[src/rtl/proc_pkg.sv]
// Shared types for the Proc sequencer: FSM states, opcode encodings, op classes.
package proc_pkg;

  typedef enum logic [2:0] {
    ST_FETCH, ST_DECODE, ST_EXEC, ST_MEM, ST_MUL_WAIT, ST_WB, ST_TRAP
  } state_e;

  localparam logic [6:0] OPC_ALU    = 7'h00;
  localparam logic [6:0] OPC_MUL    = 7'h02;
  localparam logic [6:0] OPC_LOAD   = 7'h10;
  localparam logic [6:0] OPC_STORE  = 7'h11;
  localparam logic [6:0] OPC_BRANCH = 7'h30;

  typedef enum logic [2:0] {
    OP_ALU, OP_MUL, OP_LOAD, OP_STORE, OP_BRANCH, OP_ILL
  } op_e;

  function automatic op_e op_class(input logic [6:0] opc);
    case (opc)
      OPC_ALU:    return OP_ALU;
      OPC_MUL:    return OP_MUL;
      OPC_LOAD:   return OP_LOAD;
      OPC_STORE:  return OP_STORE;
      OPC_BRANCH: return OP_BRANCH;
      default:    return OP_ILL;
    endcase
  endfunction

endpackage

[src/rtl/proc_wait_timer.sv]
// Wait-cycle counter for memory handshakes; expired flags the miss that reaches LIMIT.
module proc_wait_timer #(
  parameter int LIMIT = 16
) (
  input  logic clk,
  input  logic rst_n,
  input  logic clr,
  input  logic cnt,
  output logic expired
);
  localparam int CW = $clog2(LIMIT + 1);

  logic [CW-1:0] cnt_q, cnt_d;

  always_comb begin
    cnt_d = cnt_q;
    if (clr)
      cnt_d = '0;
    else if (cnt && cnt_q != CW'(LIMIT))
      cnt_d = cnt_q + CW'(1);
  end

  // Fires in the cycle whose miss would make the count reach LIMIT, so a
  // valid arriving in that same cycle still wins.
  assign expired = cnt && (cnt_q == CW'(LIMIT - 1));

  always_ff @(posedge clk or negedge rst_n) begin
    if (!rst_n) cnt_q <= '0;
    else        cnt_q <= cnt_d;
  end

endmodule

[src/rtl/proc_seq_ctrl.sv]
// Multi-cycle Proc sequencer: fetch/decode/exec/mem/mul/write-back FSM, owns PC, IR,
// retired-instruction count, and a sticky trap on illegal op, bad branch or memory timeout.
module proc_seq_ctrl
  import proc_pkg::*;
#(
  parameter int              PC_W        = 32,
  parameter logic [PC_W-1:0] RESET_PC    = 32'h1000,
  parameter int              MEM_TIMEOUT = 16
) (
  input  logic            clk,
  input  logic            reset,
  output logic            imem_req,
  output logic [PC_W-1:0] imem_addr,
  input  logic            imem_valid,
  input  logic [31:0]     imem_rdata,
  output logic [31:0]     ir_out,
  output logic            dmem_req,
  output logic            dmem_we,
  input  logic            dmem_valid,
  output logic            mul_start,
  input  logic            mul_done,
  input  logic            br_taken,
  input  logic [PC_W-1:0] br_target,
  output logic            rf_we,
  output logic            y_sel,
  output logic [PC_W-1:0] pc,
  output logic            retire,
  output logic [31:0]     instret,
  output logic            trap
);

  state_e          st_q, st_d;
  logic [PC_W-1:0] pc_q, pc_d, pc_inc;
  logic [31:0]     ir_q, ir_d;
  logic [31:0]     instret_q, instret_d;
  logic            imem_req_q, imem_req_d;
  logic            dmem_req_q, dmem_req_d;
  logic            dmem_we_q, dmem_we_d;
  logic            mul_start_q, mul_start_d;
  logic            rf_we_q, rf_we_d;
  logic            y_sel_q, y_sel_d;
  logic            retire_q, retire_d;
  logic            trap_q, trap_d;
  logic            tmr_clr, tmr_cnt, tmr_exp;
  op_e             op;

  assign op     = op_class(ir_q[31:25]);
  assign pc_inc = pc_q + PC_W'(4);

  // Counting only while the request is actually on the bus keeps the
  // post-reset idle FETCH cycle out of the timeout budget.
  assign tmr_cnt = (st_q == ST_FETCH && imem_req_q && !imem_valid) ||
                   (st_q == ST_MEM   && dmem_req_q && !dmem_valid);
  assign tmr_clr = (st_d != st_q);

  proc_wait_timer #(.LIMIT(MEM_TIMEOUT)) u_timer (
    .clk     (clk),
    .rst_n   (reset),
    .clr     (tmr_clr),
    .cnt     (tmr_cnt),
    .expired (tmr_exp)
  );

  always_comb begin
    st_d      = st_q;
    pc_d      = pc_q;
    ir_d      = ir_q;
    instret_d = instret_q;
    retire_d  = 1'b0;
    case (st_q)
      ST_FETCH: begin
        if (imem_req_q && imem_valid) begin
          ir_d = imem_rdata;
          st_d = ST_DECODE;
        end else if (tmr_exp) begin
          st_d = ST_TRAP;
        end
      end
      ST_DECODE: st_d = (op == OP_ILL) ? ST_TRAP : ST_EXEC;
      ST_EXEC: begin
        case (op)
          OP_ALU:            st_d = ST_WB;
          OP_LOAD, OP_STORE: st_d = ST_MEM;
          OP_MUL:            st_d = ST_MUL_WAIT;
          OP_BRANCH: begin
            if (br_taken && br_target[1:0] != 2'b00) begin
              st_d = ST_TRAP;
            end else begin
              pc_d      = br_taken ? br_target : pc_inc;
              retire_d  = 1'b1;
              instret_d = instret_q + 32'd1;
              st_d      = ST_FETCH;
            end
          end
          default:           st_d = ST_TRAP;
        endcase
      end
      ST_MEM: begin
        if (dmem_req_q && dmem_valid) begin
          if (op == OP_STORE) begin
            pc_d      = pc_inc;
            retire_d  = 1'b1;
            instret_d = instret_q + 32'd1;
            st_d      = ST_FETCH;
          end else begin
            st_d = ST_WB;
          end
        end else if (tmr_exp) begin
          st_d = ST_TRAP;
        end
      end
      ST_MUL_WAIT: if (mul_done) st_d = ST_WB;
      ST_WB: begin
        pc_d      = pc_inc;
        retire_d  = 1'b1;
        instret_d = instret_q + 32'd1;
        st_d      = ST_FETCH;
      end
      default: st_d = ST_TRAP;
    endcase

    // Outputs are registered from the next state so they line up with it.
    imem_req_d  = (st_d == ST_FETCH);
    dmem_req_d  = (st_d == ST_MEM);
    dmem_we_d   = (st_d == ST_MEM) && (op == OP_STORE);
    mul_start_d = (st_d == ST_EXEC) && (op == OP_MUL);
    rf_we_d     = (st_d == ST_WB);
    y_sel_d     = (st_d == ST_WB) && (op != OP_ALU);
    trap_d      = (st_d == ST_TRAP);
  end

  always_ff @(posedge clk or negedge reset) begin
    if (!reset) begin
      st_q        <= ST_FETCH;
      pc_q        <= RESET_PC;
      ir_q        <= '0;
      instret_q   <= '0;
      imem_req_q  <= 1'b0;
      dmem_req_q  <= 1'b0;
      dmem_we_q   <= 1'b0;
      mul_start_q <= 1'b0;
      rf_we_q     <= 1'b0;
      y_sel_q     <= 1'b0;
      retire_q    <= 1'b0;
      trap_q      <= 1'b0;
    end else begin
      st_q        <= st_d;
      pc_q        <= pc_d;
      ir_q        <= ir_d;
      instret_q   <= instret_d;
      imem_req_q  <= imem_req_d;
      dmem_req_q  <= dmem_req_d;
      dmem_we_q   <= dmem_we_d;
      mul_start_q <= mul_start_d;
      rf_we_q     <= rf_we_d;
      y_sel_q     <= y_sel_d;
      retire_q    <= retire_d;
      trap_q      <= trap_d;
    end
  end

  assign imem_req  = imem_req_q;
  assign imem_addr = pc_q;
  assign ir_out    = ir_q;
  assign dmem_req  = dmem_req_q;
  assign dmem_we   = dmem_we_q;
  assign mul_start = mul_start_q;
  assign rf_we     = rf_we_q;
  assign y_sel     = y_sel_q;
  assign pc        = pc_q;
  assign retire    = retire_q;
  assign instret   = instret_q;
  assign trap      = trap_q;

endmodule
[config.mk]
export PLATFORM = sky130hd
export DESIGN_NAME = proc_seq_ctrl
export DESIGN_NICKNAME = d
export VERILOG_FILES = /design/src/rtl/proc_pkg.sv /design/src/rtl/proc_wait_timer.sv /design/src/rtl/proc_seq_ctrl.sv
export SDC_FILE = /design/constraint.sdc
export NUM_CORES = 1
export LEC_CHECK = 0
export BUFFER_PORTS_ARGS = -buffer_cell sky130_fd_sc_hd__buf_2
export CORE_MARGIN = 2
export CORE_UTILIZATION = 33
export CTS_CLUSTER_SIZE = 8
export DETAILED_ROUTE_END_ITERATION = 8
export PLACE_DENSITY_LB_ADDON = 0.15
export SETUP_SLACK_MARGIN = 0.05
export SLEW_MARGIN = 25
export SYNTH_ARGS = -nofsm -noshare
export SYNTH_HDL_FRONTEND = slang
export SYNTH_SLANG_ARGS = --single-unit
[constraint.sdc]
create_clock -name clk -period 2.5 [get_ports clk]
set_input_delay 0.375 -clock clk [delete_from_list [all_inputs] [get_ports clk]]
set_output_delay 0.375 -clock clk [all_outputs]
set_load 0.02 [all_outputs]
# After elaboration in Yosys (flattened, before gate mapping)

Index checks and enable logic that the tools add are counted.

Output and inout bits: 136
Bits of input ports: 70
Logic and storage cells: 95
Flip-flop bits (word level): 112

Reduce and logical (&&, ||, !) cells: 26
Equality and inequality tests: 25
Add/subtract/negate cells: 3
Mux-type cells: 28

Operator list:

| operator                                       | count |
|---|---|
| two-way mux 32 bit                             | 9 |
| one-hot mux 32 bit (3 select lines)            | 2 |
| adder 32 x 1 -> 32 bit (second input constant) | 1 |
| adder 32 x 3 -> 32 bit (second input constant) | 1 |
| two-way mux 3 bit                              | 7 |
| == test 3 x 2 -> 1 bit (second input constant) | 6 |
| == test 3 bit (second input constant)          | 6 |
| one-hot mux 3 bit (6 select lines)             | 1 |
| one-hot mux 3 bit (5 select lines)             | 1 |
| == test 7 x 5 -> 1 bit (second input constant) | 2 |
| logical AND 1 bit                              | 12 |
| one-hot mux 3 bit (4 select lines)             | 1 |
| two-way mux 5 bit                              | 2 |
| zero test 3 bit                                | 3 |
| == test 7 x 2 -> 1 bit (second input constant) | 1 |
| == test 7 x 6 -> 1 bit (second input constant) | 1 |
| zero test 7 bit                                | 1 |
| == test 3 x 1 -> 1 bit (second input constant) | 2 |
| nonzero test 3 bit                             | 2 |
| adder 5 x 1 -> 5 bit (second input constant)   | 1 |
| == test 5 x 4 -> 1 bit (second input constant) | 1 |
| inequality test 5 bit (second input constant)  | 1 |
| AND reduction 5 bit                            | 1 |
| two-way mux 1 bit                              | 4 |
| other kinds (9)                                | 13 |

# Depth between registers and ports, before layout

Gate-level depths: netlist of run 1.

Depth after elaboration: 10
Mapped depth: 10
Depth with buffers taken out: 9

# Hierarchy

A second synthesis of run 1 with hierarchy kept.

Cells, all modules: 591
Area, all modules: 5921.9 sq um

By module, submodules not included:

| module          | area each (sq um) | cells each | times used |
|---|---|---|---|
| proc_seq_ctrl   | 5615.4            | 561        | 1 |
| proc_wait_timer | 306.5             | 30         | 1 |

# Worst setup path after synthesis of run 1

No wires, ideal clock.

Path type: reg2reg
Start: register ir_q[28] (netlist: ir_out[28])
End: register mul_start_q (netlist: mul_start)
Path buffers: 0
Stages on the path, launching flop included: 7
Path slack: 0.352 ns
Period minus slack after synthesis: 2.148 ns
Arrival time: 2.068 ns
Cell sequence: dfrtp_1 > or3_1 > or4_1 > a32o_2 > a311oi_4 > nand2_2 > nor3_2

Longest elaborated chain between the ends: 8

Ends and longest elaborated chain:

| element                                                                        | RTL line                                  | text |
|---|---|---|
| start: declaration                                                             | proc_seq_ctrl.sv:34                       | `logic [31:0] ir_q, ir_d;` |
| start signal: assignment                                                       | proc_seq_ctrl.sv:149                      | `ir_q <= ir_d;` |
| == test 7 x 6 -> 1 bit (tied with other cells)                                 | proc_pkg.sv:19                            | `case (opc)` |
| one-hot mux 3 bit (5 select lines) (*)                                         | proc_pkg.sv:19                            |  |
| == test 3 x 2 -> 1 bit (on tied branches)                                      | proc_seq_ctrl.sv:81, proc_seq_ctrl.sv:100 |  |
| OR reduction 2 bit / two-way mux 3 bit (equally long branches)                 | proc_seq_ctrl.sv:81, proc_seq_ctrl.sv:100 |  |
| one-hot mux 3 bit (4 select lines) / two-way mux 3 bit (equally long branches) | proc_seq_ctrl.sv:81, proc_seq_ctrl.sv:99  |  |
| one-hot mux 3 bit (6 select lines)                                             | proc_seq_ctrl.sv:70                       | `case (st_q)` |
| == test 3 x 2 -> 1 bit                                                         | proc_seq_ctrl.sv:126                      | `mul_start_d = (st_d == ST_EXEC) && (op == OP_MUL);` |
| logical AND 1 bit (*)                                                          | proc_seq_ctrl.sv:126                      |  |
| via mul_start_d                                                                | proc_seq_ctrl.sv:39                       | `logic mul_start_q, mul_start_d;` |
| end signal: assignment                                                         | proc_seq_ctrl.sv:154                      | `mul_start_q <= mul_start_d;` |
| end: declaration                                                               | proc_seq_ctrl.sv:39                       |  |

The timed path passes the listed nets; every way through them passes the cells marked *.
A chain may end at the register's enable or synchronous reset.

# Worst setup path in the final report of run 1

Ends and elaborated chain as after synthesis.

==> summary.txt, run 1 <==
Die
  – Starting density of the core: around a third
  – DIE HEIGHT: about 140 microns
  – DIE AREA: about 0.019 sq mm
  – DIE WIDTH: approximately 140 microns
  – Core ar.: 0.0172 sq mm
  – Cell row count: 48
  – I/O pin cnt: roughly 210

Detailed routing
  – Drt via density: 5.05
  – Total routed wirelength: between 15000 and 20000 microns
  – Via Count: 4963
  – Final ANT Viol Nets: 0
  – DRC violations left: 0
  – DRC marker count from the first detailed-route iteration: approximately 200
  – First drt pass iteration count: 4
  – Routed length per instance: 16.0 microns

Power
  – PwrDens: about 510 mW/mm^2
  – VDD IR max: 0.267 mV
  – Power, Total: 3.65 mW
  – Leakage Power: between 3 and 4 nW

Finish
  – Layout cells sized above 1: between 30% and 40%
  – Non-Filler Instances: 983
  – Fin util: 41.8%
  – Final Cell Area: 0.00721 sq mm
  – Fillers: approximately 1700
  – Commonest non-fill, non-tap cell in the layout: buf_2
  – Final nets: 829
  – Most frequent cells in the layout: 204 x buf_2, 111 x dfrtp_1, 54 x nand2_1
  – Synth-to-Final Area Change: 24.5%

STA
  – Maximum clock frequency: roughly 0.44 GHz
  – RSZ-0062 raised after global routing: no
  – Final Skew: slightly below 10 ps
  – Final worst path period need: 2270 ps
  – Final Hold Vio Count: 0
  – Final setup TNS: 0 ps
  – Setup violators final: 0
  – Relative slew slack: about three fifths
  – Worst Hold Margin: 255 ps
  – Worst-margin pin slew: around 590 ps
  – Worst setup margin: ~230 ps
  – Final period util: between 90% and 100%
  – Final Slew Violations: 0

Worst setup path
  – CP endpoint kind: flip-flop
  – RR Startpoint: ir_out[28]
  – Crit path from: ir_out[28]
  – CP Data Arrival Time: approximately 2500 ps
  – Crit Path Category: flip-flop to flip-flop
  – Crit start category: flip-flop
  – Max FO, Critical Path: 4
  – Worst endpoint required time: ~2800 ps

Synth
  – Prevailing post-synth register cell: dfrtp_1
  – Sequential share of the synthesized area: 48.4%
  – Syn avg cell area: around 10 sq um
  – Post-synth EDFFs: 0
  – Synth warn: 0
  – Post-synthesis register bit count: 112
  – Asr flop ratio synth: 100%
  – Post-Syn Nets: ~660
  – Netlist cell types: 58
  – Post-Syn Area: between 0.005 and 0.006 sq mm
  – Mapped Cells: 582

Place
  – Placed cells: around 970
  – Global placer's final weighted congestion: about 0.82
  – Port Buffers: just over 200
  – Post-Place Cell Area: around 0.0069 sq mm
  – DP Wirelength: 11800 microns
  – Pre-CTS setup slack: roughly 240 ps

Clock network
  – Number of buffers created by CTS: 9
  – Clk buf depth: 2
  – H-tree depth: 3
  – Insertion delay to the later sink of the worst-skew pair: roughly 350 ps
  – CTS tree: yes
  – Setup Buffers After CTS: 0
  – CTS root buffer: clkbuf_16
  – Clock Sinks: 112
  – Clk slew on worst S/H paths: around 70 ps

Global routing
  – Vias in the first global route: ~4700
  – GR Util All Layers: approximately 17%
  – Largest net degree at the start of global routing: a little over 60
  – Grt ovf: 0
  – First-pass GRT wire length: roughly 25000 microns
  – Initial antenna violation count: 1

Hold path
  – Hold Crit Class: primary input to flip-flop
  – Worst Hold Launch: imem_rdata[8]

Job
  – Max_cap viols: 0

Outcome
  – Status: completed
## kinds of logic (layout without fill, tap and decap cells)
group	after synthesis	count (layout)	synth area share, %
AOI/OAI and AO/OA	120	120	13.2
xor gates and xnor gates	35	35	5.29
adders and majority gates	5	5	1.08
buffers and inverters	71	246	6.83
DFF	112	112	48.4
muxes	35	35	6.74
other	0	1	0
and+or+nand+nor	204	204	18.5
## cell usage after synthesis (9+ instances only)
master | count | area (sq um)
nor3_1 | 9 | 45.0
o21ai_0 | 26 | 130
o22ai_1 | 13 | 81.3
and2_1 | 9 | 56.3
xor2_1 | 12 | 105
dfrtp_1 | 111 | 2780
inv_1 | 11 | 41.3
a21oi_1 | 44 | 220
nor2_1 | 33 | 124
nand4_1 | 20 | 125
nand3_1 | 27 | 135
and3_1 | 19 | 119
xnor2_1 | 23 | 201
nand2_1 | 54 | 203
buf_4 | 32 | 240
mux2_2 | 32 | 360
clkbuf_1 | 17 | 63.8
## sequential cells by signal, summed over array words and instances (netlist names), 3 cells and up
register       count
st_q               3
imem_addr         32
instret           32
ir_out            32
u_timer.cnt_q      5
## layer usage
metal	vias to the layer above	routed length, microns	global-route usage, %
li1	2396	-	-
met1	2400	6980	22.6
met2	151	7590	27.2
met3	16	955	3.91
met4	0	199	4.98
met5	-	0	0
## critical path, cell delays in order, from the launching register on
cell	delay [ps]
dfrtp_1	410
or3_1	410
or4_1	470
a32o_2	320
a311oi_4	320
nand2_2	110
nor3_2	150
## final timing paths
path / end / slack, ps / cells past startpoint
worst max-delay path: mul_start / 230 / 6
worst min-delay path: ir_out[8] / 260 / 2
worst max register to register: mul_start / 230 / 6
worst min register to register: instret[31] / 470 / 1
max in group asynchronous: imem_addr[12] / 1260 / 3
min in group asynchronous: instret[23] / 510 / 2
## where the power goes
part / leakage, nW / internal [mW] / switching (mW) / total, mW
Combinational: 1.94 / 0.129 / 0.206 / 0.335
Sequential: 1.42 / 1.84 / 0.0409 / 1.88
Clock: 0.142 / 0.771 / 0.663 / 1.43
## what timing repair did
action,4_1_cts,5_1_grt
endpoints found under the hold margin,30,0
setup endpoints to repair,0,1
hold buffers,1,0
gates resized for setup,0,1
## layout make-up
class	count	area, sq um	share of cell area [%]
diodes	1	2.50	0.0347
clock buffers	9	225	3.12
flip-flops and latches	112	2800	38.9
clock inverters	5	57.6	0.798
inverters	12	45.0	0.625
well taps	225	282	3.91
repair buffers	220	1190	16.6
multi-input cells	399	2600	36.1
Note: power is estimated with default switching activity, not from simulation.
==> run 2: changes to the inputs <==
--- a/config.mk
+++ b/config.mk
@@ -15,4 +15,5 @@
 export SLEW_MARGIN = 25
 export SYNTH_ARGS = -nofsm -noshare
 export SYNTH_HDL_FRONTEND = slang
+export SYNTH_HIERARCHICAL = 1
 export SYNTH_SLANG_ARGS = --single-unit
==> summary.txt, run 2 <==
Outcome
  – Status: complete, but fails checks
  – Failing checks: negative setup slack

Clock network
  – Clock Sinks: 112
  – Insertion delay to the later sink of the worst-skew pair: 360 ps
  – CTS root buffer: clkbuf_16
  – Clk slew on worst S/H paths: around 80 ps
  – CTS tree: yes
  – H-tree depth: 3
  – Number of buffers created by CTS: 9
  – Clk buf depth: 2

Synth
  – Synth warn: 6
  – Prevailing post-synth register cell: dfrtp_1
  – Top cells by area, synth: dfrtp_1 47%, mux2_2 6.1%, buf_4 4.1%
  – Post-Syn Area: between 0.005 and 0.006 sq mm
  – Netlist cell types: 64
  – Post-synthesis register bit count: roughly 110
  – Top post-synthesis cells by count: 111 x dfrtp_1, 37 x a21oi_1, 36 x nand2_1, 32 x buf_4, 32 x mux2_2
  – Most frequent cell after synthesis: dfrtp_1
  – Largest area contributor in the netlist: dfrtp_1
  – Syn avg cell area: ~10 sq um
  – Asr flop ratio synth: 100%
  – Post-Syn Nets: between 600 and 700
  – Mapped Cells: 591
  – Sequential share of the synthesized area: around 47%
  – Post-synth top area share: between 40% and 50%
  – Post-synth EDFFs: 0

Die
  – Cell row count: 48
  – DIE WIDTH: 138 microns
  – Starting density of the core: about a third
  – I/O pin cnt: ~210
  – DIE AREA: ~0.019 sq mm
  – DIE HEIGHT: between 100 and 150 microns
  – Core ar.: around 0.017 sq mm

Power
  – Leakage Power: 3.80 nW
  – VDD IR max: approximately 0.46 mV
  – Comb pwr share: between 40% and 50%
  – Pint: ~4.5 mW
  – Sw Pwr: approximately 3.7 mW
  – Switch share: a little under half
  – Clock Power Share: between 15 and 20%
  – Seq pwr share: a little over a third
  – Power, Total: between 8 and 9 mW
  – PwrDens: 1080 mW/mm^2

Finish
  – Fin util: around 44%
  – Commonest non-fill, non-tap cell in the layout: buf_2
  – Synth-to-Final Area Change: 29.2%
  – Non-Filler Instances: slightly above 1000
  – Layout cells sized above 1: about two fifths
  – Fillers: 1744
  – Most frequent cells in the layout: 204 x buf_2, 110 x dfrtp_1, 36 x nand2_1, 36 x buf_4, 34 x a21oi_1
  – Final Cell Area: about 0.0076 sq mm
  – Final nets: 861

Global routing
  – GR Util All Layers: around 18%
  – Grt ovf: 0
  – Vias in the first global route: 5267
  – First-pass GRT wire length: around 27000 microns
  – Initial antenna violation count: 2
  – Largest net degree at the start of global routing: 46

Detailed routing
  – Drt via density: 5.24
  – Total routed wirelength: 17300 microns
  – DRC marker count from the first detailed-route iteration: 280
  – Final ANT Viol Nets: 0
  – First drt pass iteration count: 4
  – Routed length per instance: 17.0 microns
  – Via Count: 5333
  – DRC violations left: 0

Worst setup path
  – CP endpoint kind: flip-flop
  – Worst endpoint required time: 2780 ps
  – Crit start category: flip-flop
  – CP Data Arrival Time: about 2800 ps
  – Max FO, Critical Path: 7
  – Crit Path Category: flip-flop to flip-flop

Job
  – Max_cap viols: 0

STA
  – Worst setup margin: -58.2 ps
  – Final setup TNS: -141 ps
  – Final Hold Vio Count: 0
  – Worst Hold Margin: about 240 ps
  – RSZ-0062 raised after global routing: yes
  – Maximum clock frequency: a little under 0.4 GHz
  – Relative slew slack: between 50% and 60%
  – Final period util: 102%
  – Setup violators final: 4
  – Final Slew Violations: 0
  – Final worst path period need: 2560 ps
  – Final Skew: just under 9 ps
  – Worst-margin pin slew: 664 ps

Place
  – Global placer's final weighted congestion: between 0.8 and 0.9
  – Port Buffers: a little over 200
  – Post-Place Cell Area: roughly 0.0073 sq mm
  – DP Wirelength: around 13000 microns
  – Pre-CTS setup slack: -121 ps
  – Placed cells: ~1000

Hold path
  – Hold Crit Class: primary input to flip-flop
## run 2: cell types whose count changed after synthesis, moves of 11 or more
cell     previous run  this run
and3_1             19         8
nor3_1              9        25
xnor2_1            23         8
xor2_1             12        25
inv_1              11        24
nand2_1            54        36
## run 2: what timing repair did
item | in CTS | in global routing
pin swaps | 5 | 0
gates resized for setup | 9 | 6
hold buffers | 1 | 0
endpoints found under the setup margin | 5 | 5
setup buffers | 2 | 1
endpoints found under the hold margin | 1 | 0
## run 2: layout make-up
class	instances	area [sq um]	area share, %
Sequential cell	112	2810	36.7
Multi-Input combinational cell	394	2790	36.5
Timing Repair Buffer	245	1380	18.1
Tap cell	225	282	3.68
Clock buffer	9	225	2.94
Inverter	24	90.1	1.18
Clock inverter	7	73.8	0.965
Antenna cell	1	2.50	0.0327
## run 2: kinds of logic (layout without fill, tap and decap cells)
kind of cell	after synthesis	count (layout)	synth area share (%)
AND/OR/NAND/NOR	195	195	18.1
AO/OA/AOI/OAI	127	127	14.4
flip-flops	112	112	47.3
buffers and inverters	85	285	7.69
multiplexers	34	34	6.51
XOR/XNOR	33	33	4.88
adder cells (fa/ha/maj)	5	5	1.06
other	0	1	0
## run 2: critical path, stage by stage, from the launching register on
cell      delay [ps]
dfrtp_1          390
ha_2             190
and3_4           150
ha_4             140
and2_4           150
a21boi_4         140
o311ai_2         250
or4b_4           490
a22o_4           300
buf_4            140
a211oi_2         130
## run 2: power by group through the flow
stage	Sequential, mW	Combinational [mW]	Clock [mW]
floorplan	3.50	2.03	0
global placement	2.95	3.73	0
detailed placement	2.99	3.75	0
CTS	2.96	3.82	1.56
global route	3.06	4.17	1.63
finish	2.96	3.84	1.49
## run 2: final timing paths
path | start | end | slack, ps | cells after the start
min in group asynchronous | reset | ir_out[18] | 540 | 2
max in group asynchronous | reset | instret[26] | 1290 | 3
worst max-delay path | u_timer/cnt_q[0] | u_timer/cnt_q[4] | -60 | 10
worst max register to register | u_timer/cnt_q[0] | u_timer/cnt_q[4] | -60 | 10
worst min register to register | instret[31] | instret[31] | 470 | 1
worst min-delay path | imem_rdata[1] | ir_out[1] | 240 | 2
## run 2: layer usage
metal / wire length [microns] / GRT usage, % / part of all wire [%] / up-vias
li1: - / - / - / 2517
met1: 7270 / 23.3 / 42 / 2646
met2: 8790 / 31.5 / 51 / 146
met3: 865 / 3.95 / 5.0 / 22
met4: 314 / 5.90 / 1.8 / 2
met5: 13 / 0 / 0.075 / -
==> run 3: changes to the inputs <==
--- a/config.mk
+++ b/config.mk
@@ -15,5 +15,4 @@
 export SLEW_MARGIN = 25
 export SYNTH_ARGS = -nofsm -noshare
 export SYNTH_HDL_FRONTEND = slang
-export SYNTH_HIERARCHICAL = 1
 export SYNTH_SLANG_ARGS = --single-unit
==> constraint.sdc (replaced) <==
create_clock -name clk -period 2.64 [get_ports clk]
set_input_delay 0.396 -clock clk [delete_from_list [all_inputs] [get_ports clk]]
set_output_delay 0.396 -clock clk [all_outputs]
set_load 0.02 [all_outputs]
==> summary.txt, run 3 (synthesis gave the netlist of run 1 again) <==
Global routing
  – Largest net degree at the start of global routing: just under 70
  – Initial antenna violation count: 3
  – Grt ovf: 0
  – Vias in the first global route: 4869
  – GR Util All Layers: approximately 17%
  – First-pass GRT wire length: ~25000 microns

Detailed routing
  – Top sig layer: met5
  – Wl on met1: between 6000 and 7000 microns
  – Metal2 WL: roughly 7600 microns
  – Drt via density: 5.08
  – First drt pass iteration count: 5
  – Final ANT Viol Nets: 0
  – DRC violations left: 0
  – DRC marker count from the first detailed-route iteration: approximately 200
  – Via Count: roughly 5000
  – Total routed wirelength: around 16000 microns
  – Metal3 WL: 1030 microns
  – Routed length per instance: ~16 microns

STA
  – Worst Hold Margin: 35.0 ps
  – Setup violators final: 0
  – Final period util: a little under 90%
  – Maximum clock frequency: about 0.44 GHz
  – Final Skew: roughly 11 ps
  – Relative slew slack: between 50% and 60%
  – Worst setup margin: between 300 and 400 ps
  – Worst-margin pin slew: between 600 and 700 ps
  – Final Hold Vio Count: 0
  – Final Slew Violations: 0
  – Final setup TNS: 0 ps
  – RSZ-0062 raised after global routing: no
  – Final worst path period need: 2290 ps

Die
  – DIE HEIGHT: about 140 microns
  – Cell row count: 48
  – I/O pin cnt: around 200
  – DIE AREA: between 0.015 and 0.02 sq mm
  – Core ar.: 0.0172 sq mm
  – Starting density of the core: between 30% and 40%
  – DIE WIDTH: ~140 microns

Clock network
  – CTS tree: yes
  – H-tree depth: 3
  – Clock Sinks: 112
  – Clk buf depth: 2
  – CTS root buffer: clkbuf_16
  – Cts hold-fix bufs: 0
  – Number of buffers created by CTS: 9
  – Insertion delay to the later sink of the worst-skew pair: between 300 and 400 ps
  – Setup Buffers After CTS: 0
  – Clk slew on worst S/H paths: about 80 ps
  – CTS resizes: 0

Power
  – Clock Power Share: between 40% and 50%
  – Power, Total: ~3.6 mW
  – Switch share: approximately 25%
  – Seq pwr share: 49.6%
  – Sw Pwr: roughly 0.9 mW
  – Leakage Power: about 3.5 nW
  – Pint: between 2 and 3 mW
  – PwrDens: 499 mW/mm^2
  – VDD IR max: 0.354 mV
  – Comb pwr share: roughly 8.6%

Finish
  – Final nets: between 800 and 900
  – Synth-to-Final Area Change: 24.2%
  – Commonest non-fill, non-tap cell in the layout: buf_2
  – Layout cells sized above 1: 36.6%
  – Most frequent cells in the layout: 204 x buf_2, 111 x dfrtp_1, 54 x nand2_1

Worst setup path
  – Worst path cell trace: and4_1 -> nand2_1 -> or3_1 -> nor3_2 -> nand4_1 -> xnor2_1
  – Crit Path Category: flip-flop to flip-flop
  – CP endpoint kind: flip-flop
  – CP Data Arrival Time: between 2000 and 3000 ps
  – Highest-delay cell along the critical path: nor3_2
  – Slowest cell delay on critical path: about 560 ps
  – Worst endpoint required time: about 2900 ps
  – Register-to-register setup slack: about 350 ps
  – Crit start category: flip-flop
  – Max FO, Critical Path: 8

Outcome
  – Status: completed

Hold path
  – Hold Crit Class: primary input to asynchronous set/reset pin

Place
  – Global placer's final weighted congestion: around 0.84
  – DP Wirelength: 11500 microns
  – Pre-CTS setup slack: between 300 and 400 ps
  – Port Buffers: approximately 210

Job
  – Max_cap viols: 0
-- run 3: changes by cell type in the layout (fill, tap and decap cells not counted), sizes merged, moves of 5 or more --
cell | before | now
nor2 | 26 | 33
buf | 244 | 215
nor3 | 27 | 11
o22a | 8 | 3
nor4 | 9 | 2
xnor2 | 8 | 23
xor2 | 25 | 12
o21ai | 21 | 27
nand2 | 36 | 55
a21oi | 37 | 45
nand4 | 26 | 20
and3 | 9 | 19
inv | 28 | 14
-- run 3: layout make-up --
| cell class | instances | area [sq um] |
|---|---|---|
| fill | 1740 | 10000 |
| sequential | 112 | 2800 |
| multi-input combinational | 399 | 2590 |
| timing repair buffer | 215 | 1140 |
| tap | 225 | 282 |
| clock buffer | 10 | 229 |
| clock inverter | 6 | 90.1 |
| inverter | 12 | 45.0 |
| antenna | 2 | 5.00 |
-- run 3: layer usage --
| layer | vias up | track usage [%] |
|---|---|---|
| met5 | - | 0 |
| met4 | 2 | 5.44 |
| met3 | 16 | 3.88 |
| met2 | 152 | 27.7 |
| met1 | 2432 | 21.3 |
| li1 | 2386 | - |
-- run 3: power groups by stage --
stage	Sequential [mW]	Combinational (mW)	Clock [mW]
2_1_floorplan	1.83	0.153	0
3_3_place_gp	1.81	0.313	0
3_5_place_dp	1.81	0.316	0
4_1_cts	1.78	0.317	1.55
5_1_grt	1.79	0.347	1.62
6_report	1.78	0.310	1.50
-- run 3: path summary, 6_finish.rpt --
check	from	end	cells past startpoint
min in group clk	imem_rdata[5]	ir_out[5]	2
max in group asynchronous	reset	ir_out[2]	2
worst min-delay path	reset	instret[23]	1
worst min register to register	instret[31]	instret[31]	1
worst max-delay path	instret[2]	instret[29]	6
worst max register to register	instret[2]	instret[29]	6
-- run 3: worst max-delay path, delay by kind of cell, from the launching register on --
family / cells / cell delay (ps)
XOR/XNOR: 1 / 170
flip-flops: 1 / 460
AND/OR/NAND/NOR: 5 / 1550
-- run 3: metrics by stage --
step,area (sq um),std cells,util (%)
after floorplan,5790,582,-
after global placement,6860,963,39.8
after detailed placement,6860,963,39.8
after CTS,7180,979,41.7
after global routing,7190,980,41.7
final,7190,981,41.7
